<file path="config.mk">
export PLATFORM = sky130hd
export DESIGN_NAME = ccr_unit
export DESIGN_NICKNAME = d
export VERILOG_FILES = /design/src/rtl/ccr_unit.sv
export SDC_FILE = /design/constraint.sdc
export NUM_CORES = 1
export LEC_CHECK = 0
export CORE_UTILIZATION = 41
export DETAILED_ROUTE_END_ITERATION = 8
export PLACE_DENSITY = 0.84
export SYNTH_ARGS = -nofsm -noshare
export SYNTH_HDL_FRONTEND = slang
export SYNTH_SLANG_ARGS = --single-unit
</file>
<file path="constraint.sdc">
create_clock -name clk -period 1.5 [get_ports clk]
set_input_delay 0.225 -clock clk [delete_from_list [all_inputs] [get_ports clk]]
set_output_delay 0.225 -clock clk [all_outputs]
set_load 0.05 [all_outputs]
</file>
<file path="src/rtl/ccr_unit.sv">
// ccr_unit: condition-code register stage sitting right after the EX-stage ALU.
//   Holds the {C,N,Z} flags (bit2=C, bit1=N, bit0=Z) and updates each flag
//   under its own write enable. Decides branches from the registered flags.
//   A taken conditional jump clears the flag it tested. On interrupt entry
//   the CCR is pushed to a small LIFO shadow stack, and RTI pops it back.
//
// Ports
//   clk, rst      rising-edge clock, asynchronous active-high reset
//   alu_flags     {C,N,Z} from the ALU in the current cycle
//   flag_we       per-flag write enable
//   stall         hold all state; no jump is taken
//   flush         squash the EX instruction (flag write and jump only)
//   jmp_req       branch present; jmp_cond selects 00 JZ, 01 JN, 10 JC, 11 JMP
//   int_save      push CCR onto the shadow stack
//   rti_restore   pop the shadow stack into CCR
//   ccr           registered flags
//   jmp_taken     combinational branch decision
//   shadow_full   stack holds SHADOW_DEPTH entries
//   shadow_empty  stack holds no entries
//   ccr_err       sticky flag for overflow, underflow or save+restore together
module ccr_unit #(
  parameter int FLAG_W       = 3,
  parameter int SHADOW_DEPTH = 2
) (
  input  logic              clk,
  input  logic              rst,
  input  logic [FLAG_W-1:0] alu_flags,
  input  logic [FLAG_W-1:0] flag_we,
  input  logic              stall,
  input  logic              flush,
  input  logic              jmp_req,
  input  logic [1:0]        jmp_cond,
  input  logic              int_save,
  input  logic              rti_restore,
  output logic [FLAG_W-1:0] ccr,
  output logic              jmp_taken,
  output logic              shadow_full,
  output logic              shadow_empty,
  output logic              ccr_err
);

  localparam int PTR_W = $clog2(SHADOW_DEPTH + 1);

  logic [FLAG_W-1:0] ccr_q, ccr_d;
  logic [PTR_W-1:0]  ptr_q, ptr_d;
  logic [FLAG_W-1:0] stack_q [SHADOW_DEPTH];
  logic [FLAG_W-1:0] stack_d [SHADOW_DEPTH];
  logic              err_q, err_d;

  logic              cond;
  logic              full, empty;
  logic [FLAG_W-1:0] top;
  logic [FLAG_W-1:0] we_eff;

  assign full  = (ptr_q == PTR_W'(SHADOW_DEPTH));
  assign empty = (ptr_q == '0);

  // The branch sees only the registered flags. A flag written in this cycle
  // becomes visible to a branch one cycle later.
  always_comb begin
    cond = 1'b1;
    case (jmp_cond)
      2'b00:   cond = ccr_q[0];
      2'b01:   cond = ccr_q[1];
      2'b10:   cond = ccr_q[2];
      default: cond = 1'b1;
    endcase
    jmp_taken = jmp_req & ~stall & ~flush & cond;
  end

  // Top-of-stack read. A compare loop keeps the index within the array bounds.
  always_comb begin
    top = '0;
    for (int i = 0; i < SHADOW_DEPTH; i++) begin
      if (ptr_q == PTR_W'(i + 1)) top = stack_q[i];
    end
  end

  assign we_eff = flush ? '0 : flag_we;

  always_comb begin
    ccr_d   = ccr_q;
    ptr_d   = ptr_q;
    err_d   = err_q;
    stack_d = stack_q;
    if (!stall) begin
      if (int_save && rti_restore) begin
        err_d = 1'b1;
      end else if (rti_restore) begin
        // A pop overrides any flag write or jump clear in the same cycle.
        if (empty) begin
          ccr_d = '0;
          err_d = 1'b1;
        end else begin
          ccr_d = top;
          ptr_d = ptr_q - PTR_W'(1);
        end
      end else begin
        ccr_d = (ccr_q & ~we_eff) | (alu_flags & we_eff);
        // jmp_cond 00/01/10 matches flag bit 0/1/2. The clear wins over a write.
        if (jmp_taken && jmp_cond != 2'b11) ccr_d[jmp_cond] = 1'b0;
        // The push stores the pre-update CCR while the flag update still proceeds.
        if (int_save) begin
          if (full) begin
            err_d = 1'b1;
          end else begin
            for (int i = 0; i < SHADOW_DEPTH; i++) begin
              if (ptr_q == PTR_W'(i)) stack_d[i] = ccr_q;
            end
            ptr_d = ptr_q + PTR_W'(1);
          end
        end
      end
    end
  end

  always_ff @(posedge clk or posedge rst) begin
    if (rst) begin
      ccr_q <= '0;
      ptr_q <= '0;
      err_q <= 1'b0;
      for (int i = 0; i < SHADOW_DEPTH; i++) stack_q[i] <= '0;
    end else begin
      ccr_q <= ccr_d;
      ptr_q <= ptr_d;
      err_q <= err_d;
      for (int i = 0; i < SHADOW_DEPTH; i++) stack_q[i] <= stack_d[i];
    end
  end

  assign ccr          = ccr_q;
  assign shadow_full  = full;
  assign shadow_empty = empty;
  assign ccr_err      = err_q;

endmodule

</file>
==> impl_metrics.py, run 1 <==
metrics = {
    "status": {
        "outcome": "finished clean",
    },
    "die": {
        "core_um2": 1750,
        "die_area_um2": 2080,
        "die_h_um": 45.6,
        "start_util": 0.447,
        "num_rows": 15,
        "dieWidth_um": 45.6,
        "ios": 22,
    },
    "clocking": {
        "ctsHtreeMaxLevel": 1,
        "clk_path_buf_depth": 2,
        "clock-root-buffer": "clkbuf_4",
        "cts.clk_slew.worst_paths_ns": 0.08,
        "cts_made_buffers": 3,
        "cts.sinks": 12,
        "clk_latency_ns": 0.28,
        "cts_tree": "done",
    },
    "pwr": {
        "p_per_area_nw_per_um2": 1310,
        "power_mw": 1.72,
        "power.leakage_nw": 0.615,
        "power.share.switching": 0.389,
        "p_sw_mw": 0.668,
        "clockPowerShare": 0.154,
        "ir_worst_vdd_uv": 1220,
        "combinationalPowerShare": 0.579,
        "sequentialPowerShare": 0.267,
        "p_int_mw": 1.05,
    },
    "critical_path": {
        "end_kind": "primary output",
        "rrSetupSlack_ns": 0.03,
        "critPathMaxFanout": 2,
        "critPathTopFamily": "flip-flops",
        "worstPathRequired_ns": 1.27,
        "path_class": "reg -> out",
        "cp_cell_sequence": "nand2_1, o21ai_1, o21a_2, buf_12",
        "critPathMaxStageDelay_ns": 0.41,
        "critPathArrivalTime_ns": 1.25,
        "startpoint": "ccr[1]",
        "crit_buf_inv": 1,
        "crit_path_start_kind": "flip-flop",
        "r2r_end": "stack_q[5]",
        "r2r-start": "ptr_q[1]",
        "cp_slowest_cell": "dfrtp_2",
        "r2r_cells": 4,
    },
    "synthesis": {
        "syn-num-nets": 104,
        "synth_seq_cells": 12,
        "synth_top_area_share": 0.385,
        "synthCells": 83,
        "synth_xor_area_frac": 0.0225,
        "synth_largest_area_cell": "dfrtp_1",
        "avgSynthCellArea_um2": 9.39,
        "yosys_warnings": 0,
        "yosysMostFrequentCell": "dfrtp_1",
        "synthFlopType": "dfrtp_1",
        "synth_top_family_by_area": "simple AND/OR/NAND/NOR gates",
        "synth_edf_count": 0,
        "synth_mux_area_frac": 0.0851,
        "synthSimpleGateAreaFrac": 0.223,
        "synth_fa_ha_area_frac": 0.0963,
        "synth.area.top_cells": "dfrtp_1 (39%), ha_1 (9.6%), mux2_1 (5.8%), a21oi_1 (4.5%), nand2_1 (4.3%)",
        "synth.distinct_cells": 27,
        "synth-compound-area-share": 0.159,
        "ys_seq_area_frac": 0.385,
        "syn-cell-area_um2": 779,
        "async_reset_ff_frac": 1.00,
        "synthTopCellsByCount": "dfrtp_1 (12), nand2_1 (9), nor2_1 (8)",
    },
    "layout": {
        "antennaDiodeCount": 0,
        "fillers": 112,
        "area_delta_synth_final_pct": 68.4,
        "final_nets": 147,
        "drive_above_1_share": 0.392,
        "final_util": 0.752,
        "fin_cells": 150,
        "final_cell_area_um2": 1310,
    },
    "placed_design": {
        "gp_congestion": 0.836,
        "pre_cts_slack_ns": -0.277,
        "place_area_um2": 1180,
        "place_hpwl_mm": 1.47,
        "dp_cells": 139,
        "placement.io_buffers": 21,
    },
    "route": {
        "routedWlPerCell_um": 15.2,
        "via_per_inst": 5.27,
        "drc": 0,
        "drt_pass1_iterations": 4,
        "drt_iter0_markers": 40,
        "antenna_left": 0,
        "routed_wl_mm": 2.28,
        "vias": 791,
    },
    "grt": {
        "grt_max_degree": 13,
        "grt_pass1_vias": 752,
        "grt_overflow_total": 0,
        "grt_pass1_wl_mm": 3.24,
        "grt_antenna_before_repair": 0,
        "track_usage": 0.221,
    },
    "hold_path": {
        "hold_class": "in -> async",
    },
    "sta": {
        "fin_skew_ns": 0.000351,
        "fin_tns_setup_ns": 0,
        "setup_violations": 0,
        "fin_crit_sh": 0.981,
        "worst_slack_ns": 0.0290,
        "rsz0062_at_grt": "yes",
        "whs_ns": 0.250,
        "worst_pin_slew_ns": 0.463,
        "slew_headroom": 0.691,
        "clock.fmax_ghz": 0.680,
        "slew_violations": 0,
        "finalHoldViolCount": 0,
        "min_period_ns": 1.47,
    },
    "flow_run": {
        "cap_viol_max_count": 0,
    },
}
[kinds of logic after synthesis]
family | Yosys count
buffers and inverters | 6
AND/OR/NAND/NOR | 31
adder cells (fa/ha/maj) | 6
AO/OA/AOI/OAI | 20
flip-flops | 12
multiplexers | 6
XOR/XNOR | 2
[cells in the final DEF, fill, tap and decap left out, drive strengths merged]
cell and n:
a31oi 1, ha 6, o21a 1, o22a 1
a21o 1, mux2 5, dlymetal6s2s 3, clkbuf 5
mux2i 1, nand2 9, a21boi 1, xor2 1
or2 1, nand3b 3, clkdlybuf4s50 8, nand3 1
dlygate4sd2 2, nand2b 4, a311oi 2, a21oi 7
o311ai 1, dfrtp 12, nor2 8, nor4b 2
inv 6, xnor2 1, o21ai 5, and3b 1
buf 24, nor2b 2
[area by class of cell]
cell class | instances | area [um2] | share of cell area
tap | 25 | 31.3 | 0.0238
sequential | 12 | 302 | 0.230
inverter | 6 | 22.5 | 0.0172
multi-input combinational | 65 | 522 | 0.398
timing repair buffer | 38 | 399 | 0.304
clock buffer | 4 | 36.3 | 0.0276
[registers in the layout, indices dropped and copies added (netlist names)]
signal and flops:
stack_q 6, ptr_q 2, ccr_err 1, ccr 3
[layer usage]
layer / up-vias / share of wire / global-route usage
met1: 376 / 0.41 / 0.262
met3: 7 / 0.051 / 0.0675
li1: 379 / - / -
met4: 0 / 0.018 / 0.103
met2: 29 / 0.52 / 0.363
met5: - / 0 / 0
[power groups by stage]
| stage | Combinational, mW | Sequential, mW | Clock [mW] |
|---|---|---|---|
| CTS | 0.843 | 0.460 | 0.268 |
| global route | 1.04 | 0.466 | 0.282 |
| global placement | 0.771 | 0.466 | 0 |
| floorplan | 0.423 | 0.492 | 0 |
| finish | 0.994 | 0.458 | 0.264 |
| detailed placement | 0.785 | 0.473 | 0 |
[how the worst max path moves through the flow]
| stage | endpoint | depth (start not counted) |
|---|---|---|
| 2_1_floorplan | ccr[1] | 6 |
| 5_1_grt | ccr[1] | 6 |
| 3_5_place_dp | stack_q[2] | 6 |
| 6_report | jmp_taken | 4 |
| 3_3_place_gp | stack_q[2] | 5 |
| 4_1_cts | shadow_full | 4 |
[repair_timing]
action,in CTS,in global routing
endpoints found under the hold margin,0,0
resized for setup,7,17
buffers inserted,3,4
hold buffers,0,0
setup endpoints to repair,3,12
pin swaps,1,3
No activity file was read; power rests on OpenSTA's default activity.
==> inputs of run 2 (changes only) <==
Settings changed: CTS_CLUSTER_DIAMETER from default to 120, SKIP_CTS_REPAIR_TIMING from default to 1.
==> run 2 against run 1 <==
  * The run now ends with setup timing left
  * Routed wire length shrank 0.26%
  * Clock-buffer cell count is the same
  * Clock skew grew 0.0020 ns
  * Total power shrank 1.2%
  * Critical path type unchanged
  * Critical endpoint unchanged
  * Largest power group unchanged
==> impl_metrics.py, run 2 (same netlist as run 1, synthesis figures left out) <==
metrics = {
    "flow_run": {
        "cap_viol_max_count": 0,
    },
    "layout": {
        "drive_above_1_share": 0.369,
        "largest_reg_flops": 6,
        "fin_cells": 147,
        "antennaDiodeCount": 0,
        "final_nets": 144,
        "final_util": 0.751,
        "final_common_cell": "buf_4",
        "fillers": 104,
        "area_delta_synth_final_pct": 68.2,
        "multi_input_area_um2": 533,
        "final_cell_area_um2": 1310,
        "top_register": "stack_q",
        "final_cell_mix": "buf_4 (14), dfrtp_1 (11), clkdlybuf4s50_1 (10)",
        "seqCellArea_um2": 302,
    },
    "sta": {
        "whs_ns": 0.244,
        "finalHoldViolCount": 0,
        "min_period_ns": 1.52,
        "slew_headroom": 0.686,
        "setup_violations": 1,
        "fin_tns_setup_ns": -0.0163,
        "slew_violations": 0,
        "fin_crit_sh": 1.01,
        "rsz0062_at_grt": "yes",
        "worst_pin_slew_ns": 0.470,
        "worst_slack_ns": -0.0163,
        "fin_skew_ns": 0.00234,
        "clock.fmax_ghz": 0.659,
    },
    "critical_path": {
        "path_class": "reg -> out",
        "worstPathRequired_ns": 1.27,
        "crit_path_start_kind": "flip-flop",
        "rrSetupSlack_ns": 0.02,
        "critPathMaxFanout": 4,
        "critPathArrivalTime_ns": 1.29,
        "end_kind": "primary output",
    },
    "route": {
        "via_per_inst": 5.39,
        "met2_length_mm": 1.15,
        "drt_pass1_iterations": 4,
        "highest_layer": "met4",
        "drt_iter0_markers": 17,
        "routedWlPerCell_um": 15.4,
        "vias": 792,
        "antenna_left": 0,
        "routed_wl_mm": 2.27,
        "drc": 0,
        "drt-met1-wl_um": 933,
        "wl_met3_um": 100,
    },
    "clocking": {
        "ctsHtreeMaxLevel": 1,
        "cts.clk_slew.worst_paths_ns": 0.08,
        "clk_latency_ns": 0.29,
        "clk_path_buf_depth": 2,
        "cts_tree": "done",
        "cts.sinks": 12,
        "clock-root-buffer": "clkbuf_4",
        "cts_made_buffers": 3,
    },
    "placed_design": {
        "pre_cts_slack_ns": -0.277,
        "placement.io_buffers": 21,
        "dp_cells": 139,
        "place_hpwl_mm": 1.47,
        "gp_congestion": 0.836,
        "place_area_um2": 1180,
    },
    "grt": {
        "grt_antenna_before_repair": 0,
        "grt_overflow_total": 0,
        "grt_pass1_wl_mm": 3.10,
        "grt_max_degree": 13,
        "grt_pass1_vias": 728,
        "track_usage": 0.210,
    },
    "die": {
        "die_h_um": 45.6,
        "ios": 22,
        "start_util": 0.447,
        "dieWidth_um": 45.6,
        "core_um2": 1750,
        "num_rows": 15,
        "die_area_um2": 2080,
    },
    "pwr": {
        "ir_worst_vdd_uv": 1330,
        "power.leakage_nw": 0.613,
        "power.share.switching": 0.389,
        "p_sw_mw": 0.659,
        "power_mw": 1.70,
        "sequentialPowerShare": 0.272,
        "combinationalPowerShare": 0.568,
        "clockPowerShare": 0.160,
        "p_int_mw": 1.04,
        "p_per_area_nw_per_um2": 1290,
    },
    "hold_path": {
        "hold_class": "in -> async",
    },
    "status": {
        "violations": "setup timing",
        "outcome": "finished with violations",
    },
}
-- run 2: final timing paths --
path | startpoint | end | depth (start not counted)
setup / recovery | ccr[0] | jmp_taken | 4
hold / removal | rst | stack_q[5] | 2
setup reg to reg | ptr_q[1] | stack_q[1] | 4
hold reg to reg | ccr_err | ccr_err | 1
max in group asynchronous | rst | ccr[1] | 2
min in group clk | rti_restore | ptr_q[1] | 4
-- run 2: layout make-up --
type / count / share of cell area
Clock buffer: 4 / 0.0277
Inverter: 6 / 0.0172
Tap cell: 25 / 0.0239
Timing Repair Buffer: 35 / 0.295
Multi-Input combinational cell: 65 / 0.406
Sequential cell: 12 / 0.230
-- run 2: layer usage --
| metal | GRT usage | vias up |
|---|---|---|
| met1 | 0.256 | 385 |
| met3 | 0.0675 | 10 |
| met2 | 0.331 | 25 |
| met4 | 0.103 | 0 |
| li1 | - | 372 |
| met5 | 0 | - |
-- run 2: worst max-delay path: stages (launching register included) --
cell and delay, ns:
dfrtp_1 0.39, inv_1 0.13, o21ai_0 0.11, o21a_2 0.22, buf_12 0.15
-- run 2: power groups by stage --
stage | clock network (mW) | logic, mW | registers [mW]
2_1_floorplan | 0 | 0.423 | 0.492
4_1_cts | 0.268 | 0.789 | 0.466
3_5_place_dp | 0 | 0.785 | 0.473
3_3_place_gp | 0 | 0.771 | 0.466
5_1_grt | 0.286 | 1.02 | 0.468
6_report | 0.271 | 0.962 | 0.462
==> variant 1: new RTL, flow settings as in run 2 <==
Set the parameter `SHADOW_DEPTH` to 4 (it was 2).
--- a/src/rtl/ccr_unit.sv
+++ b/src/rtl/ccr_unit.sv
@@ -20,7 +20,7 @@
 //   ccr_err       sticky flag for overflow, underflow or save+restore together
 module ccr_unit #(
   parameter int FLAG_W       = 3,
-  parameter int SHADOW_DEPTH = 2
+  parameter int SHADOW_DEPTH = 4
 ) (
   input  logic              clk,
   input  logic              rst,
Behaviour: not the same (Yosys sat finds a counterexample within 4 cycles, from zero or initial values and one cycle with rst high).
==> variant 1 against run 2 <==
The flow still finishes with violations (setup timing). Power rose by 82%. Combinational power is 100% higher. Hold slack is essentially flat. Sequential cell count rose by 7. Via count is 42% higher. Synthesized area rose by 53%. Design area increased by 41%. Critical path depth increased by 2. Setup slack worse by 0.088 ns. Core utilization fell by 8.2 points. First-iteration DRC count is 100% higher. Wire length rose by 46%. Critical path type is now reg2reg.
==> variant 1: results (changes against run 2) <==
* Slew margin rel. at 0.762 (+0.0758)
* Crit path from: ptr_q[0]$_DFFE_PP0P_
* Clk slew on worst S/H paths at 0.10 ns (+0.02 ns)
* First-pass GRT wire length at 4950 microns (+60%)
* Largest net degree at the start of global routing at 20 (+7)
* Worst slack at placement at -0.503 ns (-0.227 ns)
* Filler Cells Inserted at 183 (+76%)
* Layout cells sized above 1 at 0.431 (+0.0623)
* WHS at 0.244 ns (+0.0000630 ns)
* Dpl hpwl at 2360 microns (+61%)
* Final worst setup slack at -0.104 ns (-0.0881 ns)
* Slowest stage delay, CP at 0.40 ns
* Reg2reg end: ccr[1]$_DFFE_PP0P_
* Status: finished with violations
* R2R Setup Slk at -0.10 ns (-0.12 ns)
* Final WL at 3320 microns (+46%)
* P_leak at 0.873 nW (+43%)
* Commonest cells in the netlist: dfrtp_1, nand2_1, mux2_2
* Max reg flops at 12 (+6)
* Number of setup violations in the final report at 12 (+11)
* TNS Setup at -0.520 ns (-0.504 ns)
* Worst r2r path cells at 6 (+2)
* Vias in the first global route at 1079 (+48%)
* Area growth syn-to-layout at 54.5%
* Synth area leaders: dfrtp_1, mux2_2, ha_1
* Non-Filler Instances at 198 (+35%)
* Final Skew at 0.00478 ns (+0.00244 ns)
* GRT Total Usage at 0.202 (-0.00811)
* Crit. End Element: flip-flop
* Netlist cell types at 33 (+22%)
* GP Congestion at 0.847 (+1.3%)
* Seq/Total Area, Yosys at 0.398 (+0.0127)
* Syn Nets at 142 (+37%)
* Area post-placement at 0.00169 sq mm (+44%)
* Sw frac at 0.416 (+0.0269)
* Maximum VDD drop at 0.00107 V (-20%)
* Failing checks: setup timing
* Mapped Cells at 118 (+42%)
* Vias/cell at 5.67 (+5.3%)
* Iter 0 DRT Violations at 34 (+17)
==> variant 1: changes by cell type after synthesis, moves of 3 or more <==
cell,run 2,this run
a21oi_1,7,2
nand2_1,9,13
dfrtp_1,12,19
nand2b_1,4,1
mux2_1,4,0
ha_1,6,9
mux2_2,1,12
o211ai_1,0,3
nor2_1,8,5
nor2b_1,2,5
nand3_1,1,8
==> variant 1: worst max-delay path: cells and delay by family, from the launching register on <==
kind,cells,cell delay [ns]
compound gates,1,0.38
fa+ha+maj,2,0.41
flops,1,0.40
simple gates,3,0.34
==> variant 1: metal layers <==
metal  vias to the layer above  GRT usage  wire, microns
li1                        513          -              -
met1                       551      0.238           1330
met2                        51      0.364           1750
met3                         8     0.0442            154
met4                         0     0.0627             91
met5                         -          0              0
==> variant 1: layout make-up <==
| class | count | area, sq um | area share |
|---|---|---|---|
| inverter | 7 | 26.3 | 0.0142 |
| tap | 31 | 38.8 | 0.0210 |
| timing repair buffer | 48 | 489 | 0.265 |
| multi-input combinational | 89 | 786 | 0.426 |
| clock buffer | 4 | 26.3 | 0.0142 |
| sequential | 19 | 479 | 0.260 |
==> variant 1: logic make-up after synthesis <==
group                    after synthesis  synth area share
AO/OA/AOI/OAI                         21             0.123
XOR/XNOR                               3            0.0220
adder cells (fa/ha/maj)                9            0.0942
buffers and inverters                 10            0.0398
flip-flops                            19             0.398
multiplexers                          15             0.138
AND/OR/NAND/NOR                       41             0.185
==> variant 1: power by group through the flow <==
stage / clock, mW / combinational [mW] / sequential, mW
finish: 0.246 / 1.96 / 0.875
global route: 0.280 / 2.09 / 0.895
CTS: 0.255 / 1.71 / 0.853
detailed placement: 0 / 1.71 / 0.865
global placement: 0 / 1.65 / 0.851
floorplan: 0 / 0.903 / 0.968
==> variant 2: new RTL, config.mk and constraints of run 2 <==
Without the edit above. Make the reset (`rst`) synchronous in one clocked block. Comments in the files are not updated.
--- a/src/rtl/ccr_unit.sv
+++ b/src/rtl/ccr_unit.sv
@@ -114,7 +114,7 @@
     end
   end
 
-  always_ff @(posedge clk or posedge rst) begin
+  always_ff @(posedge clk) begin
     if (rst) begin
       ccr_q <= '0;
       ptr_q <= '0;
Function: differs if rst is asserted again (counterexample within 4 cycles, from zero or initial values and one cycle with rst high); with rst held inactive, the same outputs for 10 cycles.
==> variant 2 against run 2 <==
The flow still finishes with violations (setup timing). Setup slack got worse by 0.078 ns. Design area grew 9.2%. Critical path depth is 2 higher. Wire length grew 28%. First-iteration DRC count rose to 3.5 times the old value. Sequential cell count stayed put. Count of clock-buffer cells in the layout is the same. Synthesized area down 1.9%. Clock skew up 0.0057 ns. Synthesized cell count rose by 7.2%.
Power is not compared: it rests on default switching activity, and its combinational part moved more than twofold at a synthesized area within 25%.
==> variant 2: results (changes against run 2) <==
* Status: finished with violations
* Failing checks: setup timing
* Number of setup violations in the final report at 7 (+6)
* Worst Tran Pin Value at 0.356 ns (-0.114 ns)
* Skew-Pair Late Insertion Delay at 0.27 ns (-0.02 ns)
* Root Buffer: clkbuf_4
* Iter 0 DRT Violations at 59 (+42)
* GP Congestion at 0.831 (-0.56%)
* FFs w/ async S/R, synth at 0 (-1.00)
* Largest net degree at the start of global routing at 10 (-3)
* GRT Total Usage at 0.243 (+0.0329)
* Synth Area in Compound Gates at 0.172 (+0.0129)
* Hold path cells at 4
* Mapped Cells at 89 (+7.2%)
* Netlist cell types at 31 (+15%)
* Area post-placement at 0.00123 sq mm (+4.0%)
* Max reg flops at 6 (unchanged)
* Cells after DPL at 152 (+9.4%)
* Filler Cells Inserted at 82 (-21%)
* Vias/cell at 5.77 (+7.0%)
* CP Max Fanout at 3 (-1)
* Post-Synth Adder-Cell Area at 0.0982 (+0.00189)
* Nets at 156 (+8.3%)
* Most flops, register: stack_q
* First-pass GRT wire length at 3590 microns (+16%)
* Initial antenna violation count at 0 (unchanged)
* Warnings from Yosys at 0 (unchanged)
* Antenna Cells at 0 (unchanged)
* Seq/Total Area, Yosys at 0.314 (-0.0710)
* Worst r2r path cells at 6 (+2)
* Hold crit path type: in2reg
* Clock buffer count from CTS at 3 (unchanged)
* Worst EP arrival at 1.80 ns (+0.51 ns)
* Pre-antenna DRT Iters at 4 (unchanged)
* Final Skew at 0.00801 ns (+0.00567 ns)
* P_leak at 0.587 nW
* Routed vias at 917 (+16%)
* Layout cells sized above 1 at 0.515 (+0.146)
* Vias in the first global route at 907 (+25%)
* Dpl hpwl at 1750 microns (+19%)
* Commonest cells in the netlist: dfxtp_1, a21oi_1, nand2_1
* Mux share of post-synthesis cell area at 0.0589 (-0.0262)
* TNS Setup at -0.308 ns (-0.292 ns)
* H-tree levels at 1 (unchanged)
* Clk slew on worst S/H paths at 0.09 ns
* Synth area leaders: dfxtp_1, ha_1, a21oi_1
* Syn Nets at 110 (+5.8%)
* Final worst setup slack at -0.0945 ns (-0.0782 ns)
* Post-synthesis xor/xnor area fraction at 0.0229 (+0.000441)
* Ys flop type: dfxtp_1
* Port-buffer cells at 21 (unchanged)
* Wirelength per Cell at 18.2 microns (+18%)
* Maximum VDD drop at 0.000648 V
* Clock Tree Buf Depth at 2 (unchanged)
==> variant 2: cell types whose count changed in the layout (fill, tap and decap cells not counted), moves of 3 or more <==
cell	run 2	this run
dfrtp_1	11	0
dfxtp_1	0	9
nand3_2	0	4
nand4b_1	0	3
buf_4	14	21
o21ai_0	4	1
nand3b_1	3	0
dfxtp_2	0	3
a21oi_2	2	5
a211oi_2	0	3
nand2b_1	3	0
==> variant 2: layer usage <==
layer,global-route usage,up-vias,part of all wire
met2,0.501,67,0.53
met1,0.234,427,0.37
li1,-,411,-
met4,0.103,0,0.026
met3,0.0280,12,0.075
met5,0,-,0
==> variant 2: per-stage QoR <==
step / util / setup slack (ns) / total power, mW
3_3_place_gp: 0.703 / -0.344 / 0.718
5_1_grt: 0.820 / -0.169 / 1.11
6_report: 0.820 / -0.0945 / 1.06
4_1_cts: 0.723 / -0.317 / 0.989
2_1_floorplan: - / -0.196 / 0.565
3_5_place_dp: 0.703 / -0.417 / 0.731
==> variant 2: path summary, 6_finish.rpt <==
path / to / startpoint / slack (ns)
worst min register to register: stack_q[0]$_SDFFE_PP0P_ / stack_q[0]$_SDFFE_PP0P_ / 0.48
worst max-delay path: ptr_q[0]$_SDFFE_PP0P_ / ptr_q[0]$_SDFFE_PP0P_ / -0.09
worst max register to register: ptr_q[0]$_SDFFE_PP0P_ / ptr_q[0]$_SDFFE_PP0P_ / -0.09
worst min-delay path: ptr_q[1]$_SDFFE_PP0P_ / stall / 0.47
==> variant 2: worst max-delay path, stage by stage (launching register included) <==
cell	delay (ns)
dfxtp_2	0.37
inv_4	0.06
ha_4	0.17
mux2_4	0.28
or3b_4	0.41
xnor2_2	0.14
nor2_1	0.09
==> variant 2: area by class of cell <==
class                           instances  area share
Inverter                                5      0.0149
Timing Repair Buffer                   44       0.327
Clock buffer                            4      0.0253
Tap cell                               25      0.0219
Sequential cell                        12       0.170
Multi-Input combinational cell         69       0.441
==> variant 2: cell families (layout without fill, tap and decap cells) <==
group / count (synthesis) / after routing
AO/OA/AOI/OAI: 20 / 20
XOR/XNOR: 2 / 2
adder cells (fa/ha/maj): 6 / 6
buffers and inverters: 8 / 53
flip-flops: 12 / 12
multiplexers: 4 / 4
AND/OR/NAND/NOR: 37 / 37
==> variant 2: power by group <==
| group | internal, mW | switching (mW) | total (mW) | leakage (nW) |
|---|---|---|---|---|
| sequential | 0.335 | 0.0196 | 0.355 | 0.0989 |
| clock | 0.147 | 0.115 | 0.263 | 0.0210 |
| combinational | 0.224 | 0.221 | 0.445 | 0.467 |
